--- config.mk ---
export PLATFORM = sky130hd
export DESIGN_NAME = hazard_sequencer
export DESIGN_NICKNAME = d
export VERILOG_FILES = /design/src/rtl/hazard_sequencer.sv
export SDC_FILE = /design/constraint.sdc
export NUM_CORES = 1
export LEC_CHECK = 0
export ABC_AREA = 0
export CORE_MARGIN = 4
export CORE_UTILIZATION = 35
export CTS_BUF_LIST = sky130_fd_sc_hd__clkbuf_8
export CTS_CLUSTER_SIZE = 40
export DETAILED_ROUTE_END_ITERATION = 6
export PLACE_DENSITY_LB_ADDON = 0.05
export SYNTH_ARGS = -nofsm -noshare
export SYNTH_HDL_FRONTEND = slang
export SYNTH_SLANG_ARGS = --single-unit
--- constraint.sdc ---
create_clock -name clk -period 1.8 [get_ports clk]
set_input_delay 0.18 -clock clk [delete_from_list [all_inputs] [get_ports clk]]
set_output_delay 0.18 -clock clk [all_outputs]
set_load 0.05 [all_outputs]
--- src/rtl/hazard_sequencer.sv ---
// Stall/flush sequencer for a 5-stage MIPS pipeline: load-use, branch-in-ID
// operand hazards, multi-cycle multiply in EX, plus a saturating stall counter.
module hazard_sequencer #(
  parameter int MUL_CYCLES = 4,
  parameter int CNT_W      = 16
) (
  input  logic             clk,
  input  logic             rst,
  input  logic             ID_EX_MemRead,
  input  logic             ID_EX_RegWrite,
  input  logic [4:0]       ID_EX_Rd,
  input  logic             ID_EX_Mul,
  input  logic             EX_MEM_MemRead,
  input  logic [4:0]       EX_MEM_Rd,
  input  logic [4:0]       IF_ID_Rs,
  input  logic [4:0]       IF_ID_Rt,
  input  logic             IF_ID_Branch,
  input  logic             branch_taken,
  output logic             PC_write,
  output logic             IF_ID_write,
  output logic             ID_EX_write,
  output logic             IF_ID_flush,
  output logic             ID_EX_bubble,
  output logic             EX_MEM_bubble,
  output logic             mul_busy,
  output logic             mul_done,
  output logic [CNT_W-1:0] stall_cnt
);

  localparam int MC_W = (MUL_CYCLES > 1) ? $clog2(MUL_CYCLES) : 1;
  localparam logic [MC_W-1:0] MC_LOAD = MC_W'(MUL_CYCLES - 2);

  typedef enum logic [1:0] {
    S_RUN      = 2'd0,
    S_BR_WAIT  = 2'd1,
    S_MUL_WAIT = 2'd2
  } state_t;

  state_t           r_state;
  state_t           w_state_next;
  logic [MC_W-1:0]  r_mul_cnt;
  logic [MC_W-1:0]  w_mul_cnt_next;
  logic [CNT_W-1:0] r_stall_cnt;

  logic w_rd_match, w_ldu, w_bra, w_brl;
  logic w_freeze, w_eval_id, w_mul_last;
  logic w_pc_write, w_if_id_write, w_id_ex_write;
  logic w_if_id_flush, w_id_ex_bubble, w_ex_mem_bubble;
  logic w_mul_busy, w_mul_done;

  // The MEM-stage operands are carried for completeness; BR_WAIT is an
  // unconditional stall so they do not steer any decision.
  logic w_unused_mem;
  assign w_unused_mem = ^{EX_MEM_MemRead, EX_MEM_Rd};

  assign w_rd_match = (ID_EX_Rd != 5'd0) &&
                      ((ID_EX_Rd == IF_ID_Rs) || (ID_EX_Rd == IF_ID_Rt));
  assign w_ldu      = ID_EX_MemRead && w_rd_match;
  assign w_bra      = IF_ID_Branch && ID_EX_RegWrite && !ID_EX_MemRead && w_rd_match;
  assign w_brl      = IF_ID_Branch && w_ldu;

  assign w_mul_last = (r_state == S_MUL_WAIT) && (r_mul_cnt == '0);
  assign w_freeze   = ((r_state == S_RUN) && ID_EX_Mul) ||
                      ((r_state == S_MUL_WAIT) && (r_mul_cnt != '0));
  // ID hazards are judged in RUN and again on the cycle the multiply releases EX.
  assign w_eval_id  = ((r_state == S_RUN) && !ID_EX_Mul) || w_mul_last;

  always_ff @(posedge clk or negedge rst) begin
    if (!rst) begin
      r_state     <= S_RUN;
      r_mul_cnt   <= '0;
      r_stall_cnt <= '0;
    end else begin
      r_state   <= w_state_next;
      r_mul_cnt <= w_mul_cnt_next;
      if (!w_pc_write && (r_stall_cnt != {CNT_W{1'b1}}))
        r_stall_cnt <= r_stall_cnt + CNT_W'(1);
    end
  end

  always_comb begin
    w_state_next   = r_state;
    w_mul_cnt_next = r_mul_cnt;
    case (r_state)
      S_RUN: begin
        if (ID_EX_Mul) begin
          w_state_next   = S_MUL_WAIT;
          w_mul_cnt_next = MC_LOAD;
        end else if (w_brl) begin
          w_state_next = S_BR_WAIT;
        end
      end
      S_BR_WAIT: w_state_next = S_RUN;
      S_MUL_WAIT: begin
        if (r_mul_cnt != '0)
          w_mul_cnt_next = r_mul_cnt - MC_W'(1);
        else if (w_brl)
          w_state_next = S_BR_WAIT;
        else
          w_state_next = S_RUN;
      end
      default: w_state_next = S_RUN;
    endcase
  end

  always_comb begin
    w_pc_write      = 1'b1;
    w_if_id_write   = 1'b1;
    w_id_ex_write   = 1'b1;
    w_if_id_flush   = 1'b0;
    w_id_ex_bubble  = 1'b0;
    w_ex_mem_bubble = 1'b0;
    w_mul_busy      = 1'b0;
    w_mul_done      = w_mul_last;
    if (w_freeze) begin
      w_pc_write      = 1'b0;
      w_if_id_write   = 1'b0;
      w_id_ex_write   = 1'b0;
      w_ex_mem_bubble = 1'b1;
      w_mul_busy      = 1'b1;
    end
    if (r_state == S_BR_WAIT || (w_eval_id && (w_brl || w_ldu || w_bra))) begin
      w_pc_write     = 1'b0;
      w_if_id_write  = 1'b0;
      w_id_ex_bubble = 1'b1;
    end else if (w_eval_id && IF_ID_Branch && branch_taken) begin
      w_if_id_flush = 1'b1;
    end
  end

  // Every output, enables included, reads as 0 while reset is held.
  assign PC_write      = rst & w_pc_write;
  assign IF_ID_write   = rst & w_if_id_write;
  assign ID_EX_write   = rst & w_id_ex_write;
  assign IF_ID_flush   = rst & w_if_id_flush;
  assign ID_EX_bubble  = rst & w_id_ex_bubble;
  assign EX_MEM_bubble = rst & w_ex_mem_bubble;
  assign mul_busy      = rst & w_mul_busy;
  assign mul_done      = rst & w_mul_done;
  assign stall_cnt     = r_stall_cnt;

endmodule

Word level (Yosys, flattened, before mapping)
Cells that the tools add are included.

storage, ports and cells
  bits in registers = 20
  word-level logic and storage cells = 64

cells by class
  mux-type cells = 14
  add/sub/neg operators = 2
  bitwise gates (word level) = 6
  reduce and logical (&&, ||, !) cells = 30
  eq/ne operators = 9

operator list
  cell                                                 number
  adder 16 x 1 -> 16 bit, second input constant        1
  != test 16 bit, second input constant                1
  logical AND 1 bit                                    14
  equality test 5 bit                                  2
  two-way mux 2 bit                                    5
  case mux 2 bit (2 select lines)                      2
  two-way mux 1 bit                                    7
  AND 1 bit                                            6
  logical OR 1 bit                                     6
  nonzero test 5 bit                                   1
  logical NOT 2 bit                                    2
  != test 2 bit, second input constant                 2
  nonzero test 2 bit                                   2
  logical NOT 1 bit                                    3
  != test 3 bit, second input constant                 1
  AND reduction 3 bit                                  1
  equality test 2 x 1 -> 1 bit, second input constant  1
  equality test 2 bit, second input constant           1
  != test 2 x 1 -> 1 bit, second input constant        1
  AND reduction 2 bit                                  1
  subtractor 2 x 1 -> 2 bit, second input constant     1

Logic depth before layout (Yosys ltp)
Gate-level depths: netlist of run 1.

  depth in word-level cells = 12
  depth in mapped cells = 8

Worst setup path before layout of run 1
Ideal clock, no wire load.

  path type = register to output
  start point = register r_mul_cnt[0]
  end point = output port PC_write
  arrival = 2,174 ps
  setup slack = -554 ps
  data required time = 1,620 ps
  cell stages (with the launch flop) = 7
  path through = dfrtp_1 inv_1 ha_1 a211oi_1 and2b_1 and2_1 buf_4

on the way
  longest elaborated chain between the ends = 7

ends and longest elaborated chain
  what                    line  text
  start, declared         41    logic [MC_W-1:0] r_mul_cnt;
  start signal, assigned  75    r_mul_cnt <= w_mul_cnt_next;
  logical NOT 2 bit       62    assign w_mul_last = (r_state == S_MUL_WAIT) && (r_mul_cnt == '0);
  logical AND 1 bit       62
  logical OR 1 bit        66    assign w_eval_id = ((r_state == S_RUN) && !ID_EX_Mul) || w_mul_last;
  logical AND 1 bit       122   if (r_state == S_BR_WAIT || (w_eval_id && (w_brl || w_ldu || w_bra))) begin
  logical OR 1 bit        122
  two-way mux 1 bit (*)   -
  AND 1 bit (*)           -
  end, declared           19    output logic PC_write,

Mark *: on every way between the ends. The rest lies on a longest branch, timed or not.

Final worst setup path of run 1
  start point = register r_mul_cnt[1]
  end point = output port IF_ID_flush

on the way
  longest elaborated chain between the ends = 8

ends and longest elaborated chain
  what                            line  text
  logical NOT 2 bit (*)           62
  logical AND 1 bit (*)           62
  logical OR 1 bit (*)            66
  logical AND 1 bit (2 in a row)  126   end else if (w_eval_id && IF_ID_Branch && branch_taken) begin
  two-way mux 1 bit               126
  two-way mux 1 bit (*)           122
  AND 1 bit (*)                   135   assign IF_ID_flush = rst & w_if_id_flush;
  end, declared                   22    output logic IF_ID_flush,

Marks and branches as above.

==> impl_metrics.json, run 1 <==
{
  "status": "finished, violations left",
  "violations": "setup timing",
  "syn_to_final_growth_pct": 85.7,
  "peakVddDrop_mv": 0.927,
  "num_rows": 21,
  "yosys_register_bits": 20,
  "synth_cell_types": 33,
  "holdWs_ps": 327,
  "layout.nets": 234,
  "finalCriticalPeriod_ps": 2040,
  "drtIter0Drc": 25,
  "syn_avg_cell_area_um2": 10.1,
  "cts-root-buf": "clkbuf_8",
  "rsz0062_at_grt": "true",
  "cts_made_buffers": 3,
  "die_x_um": 67.4,
  "path_buf_inv": 2,
  "vias_per_cell": 4.81,
  "wl_met3_um": 182,
  "final_area_um2": 2290,
  "io_pins": 52,
  "top_layer_used": "met4",
  "synth_area_um2": 1230,
  "crit_type": "reg2out",
  "cp.arrival_ps": 1860,
  "dp_hpwl_um": 2580,
  "num-fill-cells": 267,
  "met1Wirelength_um": 1470,
  "slowest_stage": "or4_4",
  "dr.pass1.iters": 4,
  "ys_seq_area_frac": 0.405,
  "clk_pin_slew_ps": 80,
  "start_kind": "flip-flop",
  "htree_levels": 1,
  "initial_core_util": 0.367,
  "synth_top_family_by_area": "simple AND/OR/NAND/NOR gates",
  "register_area_um2": 507,
  "synthCells": 122,
  "placed_cell_area_um2": 2040,
  "cts_sinks": 20,
  "antenna_found_initial": 0,
  "wl_per_cell_um": 13.9,
  "synthXorXnorAreaFrac": 0.177,
  "grt_pass1_vias": 1227,
  "netlist.area_leader.share": 0.405,
  "synth-compound-area-share": 0.0578,
  "multi_input_area_um2": 856,
  "gr-total-overflow": 0,
  "grt_pass1_wl_um": 5410,
  "synthAdderAreaFrac": 0.0203,
  "end_kind": "output port",
  "crit_family": "simple AND/OR/NAND/NOR gates",
  "instances_no_fill": 249,
  "die-area_um2": 4540,
  "grt_max_degree": 14,
  "hold_path_class": "in2async",
  "p_total_mw": 3.52,
  "globalplace.congestion": 0.804,
  "yosysWarningCount": 0,
  "path_cells": "inv_2, ha_4, a21oi_2, or4_4, a2bb2oi_4, and4_4, buf_12",
  "cap_viol_max_count": 0,
  "die_y_um": 67.4,
  "synth_nets": 152,
  "cts_hold_buf": 0,
  "ys_top_cells_by_area": "dfrtp_1 41%, xor2_1 16%, nor4_4 5.2%",
  "maxSlewViolCount": 0,
  "setup_ws_ps": -241,
  "routed_wl_um": 3460,
  "clock-skew-final_ps": 6.30,
  "power_leakage_nw": 0.959,
  "ant_nets": 0,
  "drive_above_1_share": 0.433,
  "diodes": 0,
  "hold_viol": 0,
  "place_inst": 238,
  "max_stage_delay_ps": 450,
  "num_vias": 1198,
  "fmax_mhz": 490,
  "relSlewSlack": 0.661,
  "synth.largest_area_cell": "dfrtp_1",
  "synth.area.mux_share": 0.00912,
  "cts.path.max_buffers": 2,
  "tightest_slew_ps": 508,
  "power.density_nw_per_um2": 1530,
  "met2_length_um": 1770,
  "setup_viol": 23,
  "drc": 0,
  "required_ps": 1620,
  "tritoncts": "built",
  "fin_tns_setup_ps": -3960,
  "numPortBuffers": 45,
  "synth-simple-area-share": 0.291,
  "post-route-period-util": 1.13,
  "grt_usage": 0.157,
  "coreArea_um2": 3360,
  "clock_latency_ps": 260,
  "crit_path_max_fanout": 3
}
## worst reg2reg max path, cell delays in order, from the launching register on
cell	delay, ps
dfrtp_1	390
inv_2	70
ha_4	140
a21oi_2	60
or4_4	450
o21a_4	300
nor2_2	170
mux2_1	320
## timing repair
action / in CTS / in global routing
endpoints found under the setup margin: 23 / 23
setup buffers: 2 / 5
resized for setup: 25 / 6
pin swaps: 8 / 0
## cell type report
cell class                      instances  area share
Sequential cell                        20       0.221
Clock inverter                          1      0.0131
Timing Repair Buffer                   81       0.343
Tap cell                               46      0.0251
Multi-Input combinational cell         94       0.373
Inverter                                4     0.00655
Clock buffer                            3      0.0180
## cell usage after synthesis, drive strengths merged
library cell and instances:
and3 5, a32oi 1, inv 4, ha 2, nor2b 2, nor3 9
buf 4, o21ai 2, and2 2, o21a 1, nand2 10, a31oi 1
or4 2, xor2 22, nand3 2, nor3b 2, a211oi 1, and4 1
nand4 2, a2bb2oi 1, a21oi 3, nor4 7, xnor2 3, mux2 1
nor2 10, dfrtp 20, or2 1, and2b 1
## metrics by stage
| stage | worst slack (ps) | utilization |
|---|---|---|
| 2_1_floorplan | -216 | - |
| 3_3_place_gp | -464 | 0.606 |
| 3_5_place_dp | -512 | 0.606 |
| 4_1_cts | -248 | 0.661 |
| 5_1_grt | -296 | 0.682 |
| 6_report | -241 | 0.682 |
## state kept, by name (all words and copies together), names as in the netlist
signal	flops
stall_cnt	16
r_state	2
r_mul_cnt	2
## routing by layer
| layer | global-route usage | vias to the layer above |
|---|---|---|
| met5 | 0 | - |
| met4 | 0.0633 | 0 |
| met3 | 0.0316 | 4 |
| met2 | 0.277 | 37 |
| met1 | 0.185 | 575 |
| li1 | - | 582 |
## power by group
| group | total (mW) | internal [mW] | switching [mW] |
|---|---|---|---|
| clock | 0.452 | 0.297 | 0.155 |
| combinational | 2.28 | 0.978 | 1.30 |
| sequential | 0.789 | 0.635 | 0.154 |
| total | 3.52 | 1.91 | 1.61 |
## final timing paths
check | endpoint | startpoint | slack, ps | cells after the start
worst max register to register | stall_cnt[1] | r_mul_cnt[1] | -220 | 7
worst max-delay path | IF_ID_flush | r_mul_cnt[1] | -240 | 7
min in group clk | stall_cnt[12] | stall_cnt[12] | 490 | 1
worst min-delay path | r_mul_cnt[0] | rst | 330 | 2
max in group asynchronous | stall_cnt[6] | rst | 1140 | 3
worst min register to register | stall_cnt[12] | stall_cnt[12] | 490 | 1
## cells by family (layout without fill, tap and decap cells)
kind of cell / Yosys count / count (layout)
compound gates: 10 / 10
xor+xnor: 25 / 25
fa+ha+maj: 2 / 2
buf+inv: 8 / 89
flops: 20 / 20
mux: 1 / 1
simple gates: 56 / 56
## layout by cell type, fill, tap and decap left out, types with 2 or more instances in the layout
cell type / Yosys / routed
nor4_2: 0 / 3
clkdlybuf4s50_1: 0 / 31
and3_1: 5 / 4
nor2_1: 9 / 7
and2_4: 0 / 2
inv_2: 0 / 2
o21ai_0: 2 / 2
nor3_2: 0 / 4
dlygate4sd2_1: 0 / 5
buf_12: 0 / 7
xor2_1: 22 / 22
nor3_4: 0 / 3
nand3_1: 2 / 2
a21oi_1: 3 / 2
nor3_1: 9 / 2
xnor2_1: 3 / 3
buf_4: 3 / 36
dfrtp_2: 0 / 5
clkbuf_8: 0 / 3
nor4_4: 3 / 4
nand4_1: 2 / 2
nor2_2: 0 / 2
buf_6: 1 / 2
inv_1: 4 / 2
dfrtp_1: 20 / 15
nand2_1: 10 / 10
No activity file was read; power rests on OpenSTA's default activity.
==> run 2: changes to the inputs <==
ABC_AREA = not set   (was 0)
==> results of run 2 <==
Same layout as run 1: the final DEF is identical, and so are final timing and power.
